`config.mk`:
```
export PLATFORM = sky130hd
export DESIGN_NAME = ir_nec_rx
export DESIGN_NICKNAME = d
export VERILOG_FILES = /design/src/rtl/ir_nec_rx.sv
export SDC_FILE = /design/constraint.sdc
export NUM_CORES = 1
export LEC_CHECK = 0
export BUFFER_PORTS_ARGS = -buffer_cell sky130_fd_sc_hd__clkbuf_2
export CAP_MARGIN = 20
export CORE_MARGIN = 2
export CORE_UTILIZATION = 60
export DETAILED_ROUTE_END_ITERATION = 6
export GPL_ROUTABILITY_DRIVEN = 0
export HOLD_SLACK_MARGIN = 0.15
export MAX_ROUTING_LAYER = met4
export PLACE_DENSITY = 0.78
export SLEW_MARGIN = 20
export SYNTH_ARGS = -nofsm -noshare
export SYNTH_HDL_FRONTEND = slang
export SYNTH_SLANG_ARGS = --single-unit
```
`constraint.sdc`:
```
create_clock -name CLK_50M -period 6.01 [get_ports CLK_50M]
set_input_delay 0.3005 -clock CLK_50M [delete_from_list [all_inputs] [get_ports CLK_50M]]
set_output_delay 0.3005 -clock CLK_50M [all_outputs]
set_load 0.005 [all_outputs]
```
`src/rtl/ir_nec_rx.sv`:
```
// NEC infrared frame decoder: times synchronized IR_DATA pulse widths and assembles the 32-bit frame.
// Optional build macro IR_NEC_CHECK_EN enables the address/command complement-byte check in DONE.
module ir_nec_rx #(
    parameter int TICK_DIV   = 500,
    parameter int LEAD_L_MIN = 800,
    parameter int LEAD_L_MAX = 1000,
    parameter int LEAD_H_MIN = 400,
    parameter int LEAD_H_MAX = 500,
    parameter int REP_H_MIN  = 200,
    parameter int REP_H_MAX  = 250,
    parameter int BURST_MIN  = 40,
    parameter int BURST_MAX  = 70,
    parameter int ZERO_MIN   = 40,
    parameter int ZERO_MAX   = 70,
    parameter int ONE_MIN    = 140,
    parameter int ONE_MAX    = 190
) (
    input  logic       CLK_50M,
    input  logic       RST,
    input  logic       IR_DATA,
    output logic [7:0] o_ir_data,
    output logic [7:0] o_ir_addr,
    output logic       o_valid,
    output logic       o_repeat,
    output logic       o_err
);

    typedef enum logic [2:0] {
        S_IDLE, S_LEAD_L, S_LEAD_H, S_BIT_L, S_BIT_H, S_STOP_L, S_REP_STOP, S_DONE
    } state_t;

    localparam int PW = (TICK_DIV > 1) ? $clog2(TICK_DIV) : 1;

    state_t      state_q, state_d;
    logic [2:0]  sync_q, sync_d;
    logic [PW-1:0] presc_q, presc_d;
    logic [10:0] width_q, width_d;
    logic [31:0] sr_q, sr_d;
    logic [5:0]  cnt_q, cnt_d;
    logic [7:0]  ir_data_q, ir_data_d;
    logic [7:0]  ir_addr_q, ir_addr_d;
    logic        valid_q, valid_d;
    logic        repeat_q, repeat_d;
    logic        err_q, err_d;

    logic tick, fall, rise, timeout, frame_ok;

    function automatic logic in_win(input logic [10:0] w, input int lo, input int hi);
        return (int'(w) >= lo) && (int'(w) <= hi);
    endfunction

    // Largest legal width of the phase currently being timed.
    function automatic int phase_max(input state_t s);
        int m;
        case (s)
            S_LEAD_L: m = LEAD_L_MAX;
            S_LEAD_H: m = LEAD_H_MAX;
            S_BIT_H:  m = ONE_MAX;
            default:  m = BURST_MAX;
        endcase
        return m;
    endfunction

    assign fall    = sync_q[2] & ~sync_q[1];
    assign rise    = ~sync_q[2] & sync_q[1];
    assign tick    = (presc_q == PW'(TICK_DIV - 1));
    assign timeout = (state_q != S_IDLE) && (state_q != S_DONE) &&
                     (int'(width_q) > phase_max(state_q));

`ifdef IR_NEC_CHECK_EN
    assign frame_ok = (sr_q[15:8] == ~sr_q[7:0]) && (sr_q[31:24] == ~sr_q[23:16]);
`else
    assign frame_ok = 1'b1;
`endif

    always_comb begin
        state_d   = state_q;
        sync_d    = {sync_q[1:0], IR_DATA};
        presc_d   = tick ? '0 : presc_q + PW'(1);
        sr_d      = sr_q;
        cnt_d     = cnt_q;
        ir_data_d = ir_data_q;
        ir_addr_d = ir_addr_q;
        valid_d   = 1'b0;
        repeat_d  = 1'b0;
        err_d     = 1'b0;

        if (timeout) begin
            err_d   = 1'b1;
            state_d = S_IDLE;
        end else begin
            case (state_q)
                S_IDLE: if (fall) state_d = S_LEAD_L;
                S_LEAD_L: if (rise) begin
                    if (in_win(width_q, LEAD_L_MIN, LEAD_L_MAX)) state_d = S_LEAD_H;
                    else begin err_d = 1'b1; state_d = S_IDLE; end
                end
                S_LEAD_H: if (fall) begin
                    if (in_win(width_q, LEAD_H_MIN, LEAD_H_MAX)) begin
                        cnt_d   = '0;
                        state_d = S_BIT_L;
                    end else if (in_win(width_q, REP_H_MIN, REP_H_MAX)) begin
                        state_d = S_REP_STOP;
                    end else begin
                        err_d = 1'b1; state_d = S_IDLE;
                    end
                end
                S_BIT_L: if (rise) begin
                    if (in_win(width_q, BURST_MIN, BURST_MAX)) state_d = S_BIT_H;
                    else begin err_d = 1'b1; state_d = S_IDLE; end
                end
                S_BIT_H: if (fall) begin
                    if (in_win(width_q, ZERO_MIN, ZERO_MAX) || in_win(width_q, ONE_MIN, ONE_MAX)) begin
                        // New bit enters at the MSB so the first bit received ends up in bit 0.
                        sr_d    = {in_win(width_q, ONE_MIN, ONE_MAX), sr_q[31:1]};
                        cnt_d   = cnt_q + 6'd1;
                        state_d = (cnt_q == 6'd31) ? S_STOP_L : S_BIT_L;
                    end else begin
                        err_d = 1'b1; state_d = S_IDLE;
                    end
                end
                S_STOP_L: if (rise) begin
                    if (in_win(width_q, BURST_MIN, BURST_MAX)) state_d = S_DONE;
                    else begin err_d = 1'b1; state_d = S_IDLE; end
                end
                S_REP_STOP: if (rise) begin
                    if (in_win(width_q, BURST_MIN, BURST_MAX)) repeat_d = 1'b1;
                    else err_d = 1'b1;
                    state_d = S_IDLE;
                end
                S_DONE: begin
                    if (frame_ok) begin
                        ir_addr_d = sr_q[7:0];
                        ir_data_d = sr_q[23:16];
                        valid_d   = 1'b1;
                    end else begin
                        err_d = 1'b1;
                    end
                    state_d = S_IDLE;
                end
                default: state_d = S_IDLE;
            endcase
        end

        if (fall || rise || (state_d != state_q)) width_d = '0;
        else if (tick && (width_q != 11'h7FF)) width_d = width_q + 11'd1;
        else width_d = width_q;
    end

    always_ff @(posedge CLK_50M) begin
        if (RST) begin
            state_q   <= S_IDLE;
            sync_q    <= 3'b111;
            presc_q   <= '0;
            width_q   <= '0;
            sr_q      <= '0;
            cnt_q     <= '0;
            ir_data_q <= '0;
            ir_addr_q <= '0;
            valid_q   <= 1'b0;
            repeat_q  <= 1'b0;
            err_q     <= 1'b0;
        end else begin
            state_q   <= state_d;
            sync_q    <= sync_d;
            presc_q   <= presc_d;
            width_q   <= width_d;
            sr_q      <= sr_d;
            cnt_q     <= cnt_d;
            ir_data_q <= ir_data_d;
            ir_addr_q <= ir_addr_d;
            valid_q   <= valid_d;
            repeat_q  <= repeat_d;
            err_q     <= err_d;
        end
    end

    assign o_ir_data = ir_data_q;
    assign o_ir_addr = ir_addr_q;
    assign o_valid   = valid_q;
    assign o_repeat  = repeat_q;
    assign o_err     = err_q;

endmodule

```
# == Word-level counts from Yosys, hierarchy flattened ==
# Index checks and enable logic that the tools add are counted.
# word_totals
reg_bits,83
inputBits,3
out_inout_bits,19
word_cells,105
# op_classes
addsub,3
n_lt_le_gt_ge,11
n_eq_ne,16
n_mux,35
n_bitwise,7
n_reduce_logical,22
# ops
cell,n
two-way mux 3 bit,14
greater-than comparator 12 x 32 -> 1 bit,1
case mux 10 bit (3 select lines),1
two-way mux 6 bit,4
case mux 3 bit (8 select lines),1
">= comparator 11 x 8 -> 1 bit, second input constant",2
"<= comparator 11 x 8 -> 1 bit, second input constant",2
"equality test 3 bit, second input constant",4
two-way mux 1 bit,12
case mux 6 bit (2 select lines),1
"adder 11 x 1 -> 11 bit, second input constant",1
">= comparator 11 x 10 -> 1 bit, second input constant",1
">= comparator 11 x 6 -> 1 bit, second input constant",1
">= comparator 11 x 9 -> 1 bit, second input constant",1
"<= comparator 11 x 10 -> 1 bit, second input constant",1
"<= comparator 11 x 7 -> 1 bit, second input constant",1
"<= comparator 11 x 9 -> 1 bit, second input constant",1
"!= test 11 bit, second input constant",1
"adder 9 x 1 -> 9 bit, second input constant",1
"equality test 9 bit, second input constant",1
logical AND 1 bit,8
"!= test 2 bit, second input constant",4
"adder 6 x 1 -> 6 bit, second input constant",1
"equality test 3 x 2 -> 1 bit, second input constant",2
other kinds (18),27

# == Depth between registers and ports, before layout ==
# logic_depth
ltp_word,10
depth_mapped,13

# == Worst setup path before layout ==
# No wires, ideal clock.
# synth_timing
path_type,register to register
from,reg state_q[2]
to,reg width_q[2]
setup_time_ps,117
t_arrival_ps,2714
required_time_ps,5893
path_slack_ps,3179
path_stages_with_launch,12
path_buffers,2
period_less_slack_ps,2831
cell_sequence,dfxtp_1 > buf_6 > buf_2 > nor3_1 > nor2_1 > ha_1 > nand4_1 > or3_1 > o21a_1 > a211o_1 > o2111ai_1 > and4bb_2
# synth_via
elab_chain_cells,8
elab_cells_between_ends,26
classes_between,order compare: 1; eq/ne: 9; mux: 10; reduce/logical: 6
# synth_lines
element,line,source
from (decl),34,"state_t state_q, state_d;"
from (signal assigned),164,state_q <= state_d;
"equality test 3 bit, or another cell as far along","55, 92",
case mux 10 bit (3 select lines),55,case (s)
greater-than comparator 12 x 32 -> 1 bit,68,(int'(width_q) > phase_max(state_q));
logical AND 1 bit,67,assign timeout = (state_q != S_IDLE) && (state_q != S_DONE) &&
two-way mux 3 bit,88,if (timeout) begin
!= test 3 bit (*),145,if (fall || rise || (state_d != state_q)) width_d = '0;
logical OR 1 bit (*),145,
OR reduction 2 bit (no line) (*),n/a,
to (signal assigned),167,width_q <= width_d;
to (decl),37,"logic [10:0] width_q, width_d;"
# Mark *: on every way between the ends. The rest lies on a longest branch, timed or not.
# A chain may end at the register's enable or synchronous reset.

# == Final worst setup path ==
# layout_timing
from,reg state_q[1]
to,reg sr_q[11]
# layout_via
elab_chain_cells,6
elab_cells_between_ends,11
classes_between,order compare: 1; eq/ne: 4; mux: 1; bitwise: 1; reduce/logical: 4
# layout_lines
element,line,source
"equality test 3 bit, or another cell as far along","55, 92",
case mux 10 bit (3 select lines),55,
greater-than comparator 12 x 32 -> 1 bit,68,
logical AND 1 bit,67,
NOT 1 bit (no line),n/a,
AND reduction 4 bit (no line) (*),n/a,
to (signal assigned),168,sr_q <= sr_d;
to (decl),38,"logic [31:0] sr_q, sr_d;"
# Marked as above.

==> summary.txt <==
Outcome
  – Status: completed

Yosys
  – Yosys top cell by area: dfxtp_1
  – Synth Area in Adders: 3.895%
  – Yosys reg bits: 83
  – XOR/XNOR share of the synthesized area: 4.793%
  – Post-synthesis compound-gate area fraction: 17.29%
  – Synth Area in Simple Gates: 27.86%
  – Top_reg_cell synth: dfxtp_1
  – Largest family of logic cells by synthesized area: simple AND/OR/NAND/NOR gates
  – Yosys warns: 0
  – Synth unique cells: 65
  – Post-Synthesis Cells: 500
  – Syn_nets: 516
  – Synth async-reset ratio: 0%
  – Synth area leaders: dfxtp_1 40%, nand2_1 9.8%, a21oi_1 7.1%
  – Post-synthesis mux area share: 0.4793%
  – Synthesized area: 4177 um2
  – Post-synth EDFFs: 0
  – Syn_area_per_cell: 8.353 um2
  – Sequential share of the synthesized area: 39.78%
  – Post-synth top area share: 39.78%

Place
  – DP Cell Count: 572
  – Dpl cell area: 4219 um2
  – Dpl hpwl: 5.652 mm
  – Port Buffer Count: 21

STA
  – Fin crit period: 3.895 ns
  – Fin. max-slew vios: 0
  – Relative slew slack: 27.06%
  – Fin Hold WS: 0.4482 ns
  – Unrepaired setup endpoints after global routing: no
  – Hold Fails Final Rpt: 0
  – Setup TNS: 0 ns
  – Worst Max-Slew Pin Slew: 1.088 ns
  – Layout Skew: 0.02051 ns
  – Endpoints failing setup: 0
  – Tcrit/Tclk final: 64.81%
  – Max Clock Freq: 0.2567 GHz

Min path
  – WHS Endpoint: sr_q[26]
  – Hold wc startpoint: sr_q[27]
  – Hold crit path type: flip-flop to flip-flop
  – Hold depth: 2

Power
  – Sw power: 0.2559 mW
  – Power share of the clock group: 40.3%
  – Reg power frac: 56.4%
  – Power density cells: 222.0 nW/um2
  – Switching portion of total power: 25.99%
  – Overall Power: 0.9846 mW
  – Int Power: 0.7286 mW
  – Maximum VDD drop: 0.1724 mV
  – Leakage: 1.579 nW
  – Comb power frac: 3.2%

Clock tree
  – Cts bufs inserted: 9
  – H-tree Lvls: 3
  – Root Buffer: clkbuf_8
  – Worst-skew pair later-pin latency: 0.36 ns
  – Sink Count: 83
  – CTS tree: done
  – Reg clk slew, reported paths: 0.10 ns
  – Post-cts resize count: 0
  – Clk buf depth: 2

Final layout
  – Finished Cell Area: 4436 um2
  – Nets: 520
  – Non-Filler Instances: 589
  – Area of the multi-input gates: 2280 um2
  – Most frequent cells in the layout: 109 x nand2_1, 83 x dfxtp_1, 59 x a21oi_1
  – Storage cell area: 1662 um2
  – Number of fill cells: 569
  – Area grow syn2layout: 6.201%
  – ANT cells: 0
  – Share of cells above drive strength 1: 13.36%
  – Commonest non-fill, non-tap cell in the layout: nand2_1

Global route
  – Global-route wire length before repair: 14.12 mm
  – Vias in the first global route: 3,098
  – Gr usage total: 23.91%
  – Largest net degree at the start of global routing: 61
  – Initial antenna violation count: 0
  – Overflow after GRT: 0

Routing
  – DR vias/cell: 5.907
  – DRT Wirelength: 8.251 mm
  – Routed Antenna Nets: 0
  – Iteration-0 DRC Markers: 125
  – DR vias: 3,479
  – Total iterations of the first detailed-routing run: 4
  – Residual DRC: 0
  – Routed wire length per instance: 14.01 um

Setup path
  – Slowest cell on the critical path: o211a_1
  – Setup CP Type: flip-flop to flip-flop
  – Worst Path Required: 6.29 ns
  – Crit path cell chain: inv_1 > nor3_1 > nor2_1 > ha_1 > nand4_1 > or3_1 > o21ai_2 > o211a_1 > nand2_1 > a21oi_1
  – Worst flop-to-flop path endpoint: sr_q[11]
  – Worst-case reg-to-reg path depth: 10
  – Max incr delay on CP: 0.78 ns
  – Critical Path AT: 4.17 ns
  – Worst setup EP type: flip-flop
  – Worst setup SP type: flip-flop
  – Crit Path Max Fanout: 31
  – Critical register-to-register path startpoint: state_q[1]
  – Reg-to-reg setup timing slack: 2.12 ns
  – Worst Path Buf+Inv: 1
  – Critical path's top delay family: simple AND/OR/NAND/NOR gates

Floorplanning
  – Die Ht: 87.43 um
  – Initial core utilization: 61.81%
  – Num ports: 22
  – Die width: 87.43 um
  – Die area: 7644 um2
  – Rows: 30
  – Area of the core: 6756 um2

Job
  – Maximum Capacitance Violations: 0
==> worst max path at each step <==
stage                       to  startpoint  cells past startpoint  slack (ns)
finish                sr_q[11]  state_q[1]                     10        2.12
global route          sr_q[11]  state_q[1]                     10        1.75
CTS                 width_q[2]  state_q[1]                     10        2.10
detailed placement  width_q[2]  state_q[1]                     10        2.13
global placement    width_q[2]  state_q[1]                     10        2.29
floorplan           width_q[2]  state_q[2]                     11        3.18
==> area by class of cell <==
cell class	count	area share (%)
clock buffers	9	2.793
clock inverters	7	1.721
well taps	80	2.257
multi-input cells	370	51.40
flip-flops and latches	83	37.46
repair buffers	25	3.103
inverters	15	1.269
==> logic make-up (layout without fill, tap and decap cells) <==
group	count (synthesis)	after routing
and+or+nand+nor	225	225
AOI/OAI and AO/OA	108	108
DFF	83	83
buffers and inverters	47	56
xor gates and xnor gates	22	22
adders and majority gates	13	13
muxes	2	2
==> state kept, by name, summed over array words and instances (netlist names), 3 cells and up <==
name,count
cnt_q,6
sr_q,32
width_q,11
o_ir_data,8
state_q,3
o_ir_addr,8
sync_q,3
presc_q,9
==> through the flow <==
stage / util [%] / setup slack, ns
2_1_floorplan: - / 3.179
3_3_place_gp: 62.44 / 2.285
3_5_place_dp: 62.44 / 2.130
4_1_cts: 65.56 / 2.100
5_1_grt: 65.65 / 1.751
6_report: 65.65 / 2.115
==> synthesized netlist by cell type, drive strengths merged, types with 4 or more instances <==
cell and count:
nand2 109, dfxtp 83, a21oi 61, nor2 26
buf 19, inv 15, clkbuf 13, ha 13
nand3 13, nor3 13, xnor2 12, o21ai 10
xor2 10, nand4 9, and2 8, or3 8
nor4b 7, a211oi 6, nor2b 5, nor3b 5
nand2b 4, nor4 4, o2111ai 4
==> what timing repair did <==
item,in CTS,in global routing
buffers inserted,0,0
hold endpoints to repair,1,0
hold buffers,1,0
==> worst min-delay path, cell delays in order (launching register included) <==
cell and delay [ns]:
dfxtp_1 0.32, nand2_1 0.05, a21oi_1 0.05
==> per-layer routing <==
layer | global-route usage [%] | up-vias | share of wire (%)
li1 | - | 1744 | -
met1 | 30.94 | 1626 | 46
met2 | 36.57 | 88 | 47
met3 | 4.929 | 21 | 4.9
met4 | 9.650 | 0 | 2.1
met5 | - | - | 0
==> power by group through the flow <==
stage	registers [mW]	clock network (mW)	logic [mW]
6_report	0.556	0.397	0.0320
5_1_grt	0.556	0.432	0.0361
3_3_place_gp	0.568	0	0.0298
3_5_place_dp	0.568	0	0.0310
4_1_cts	0.556	0.411	0.0316
2_1_floorplan	0.567	0	0.0276
(Power assumes the default switching activity.)
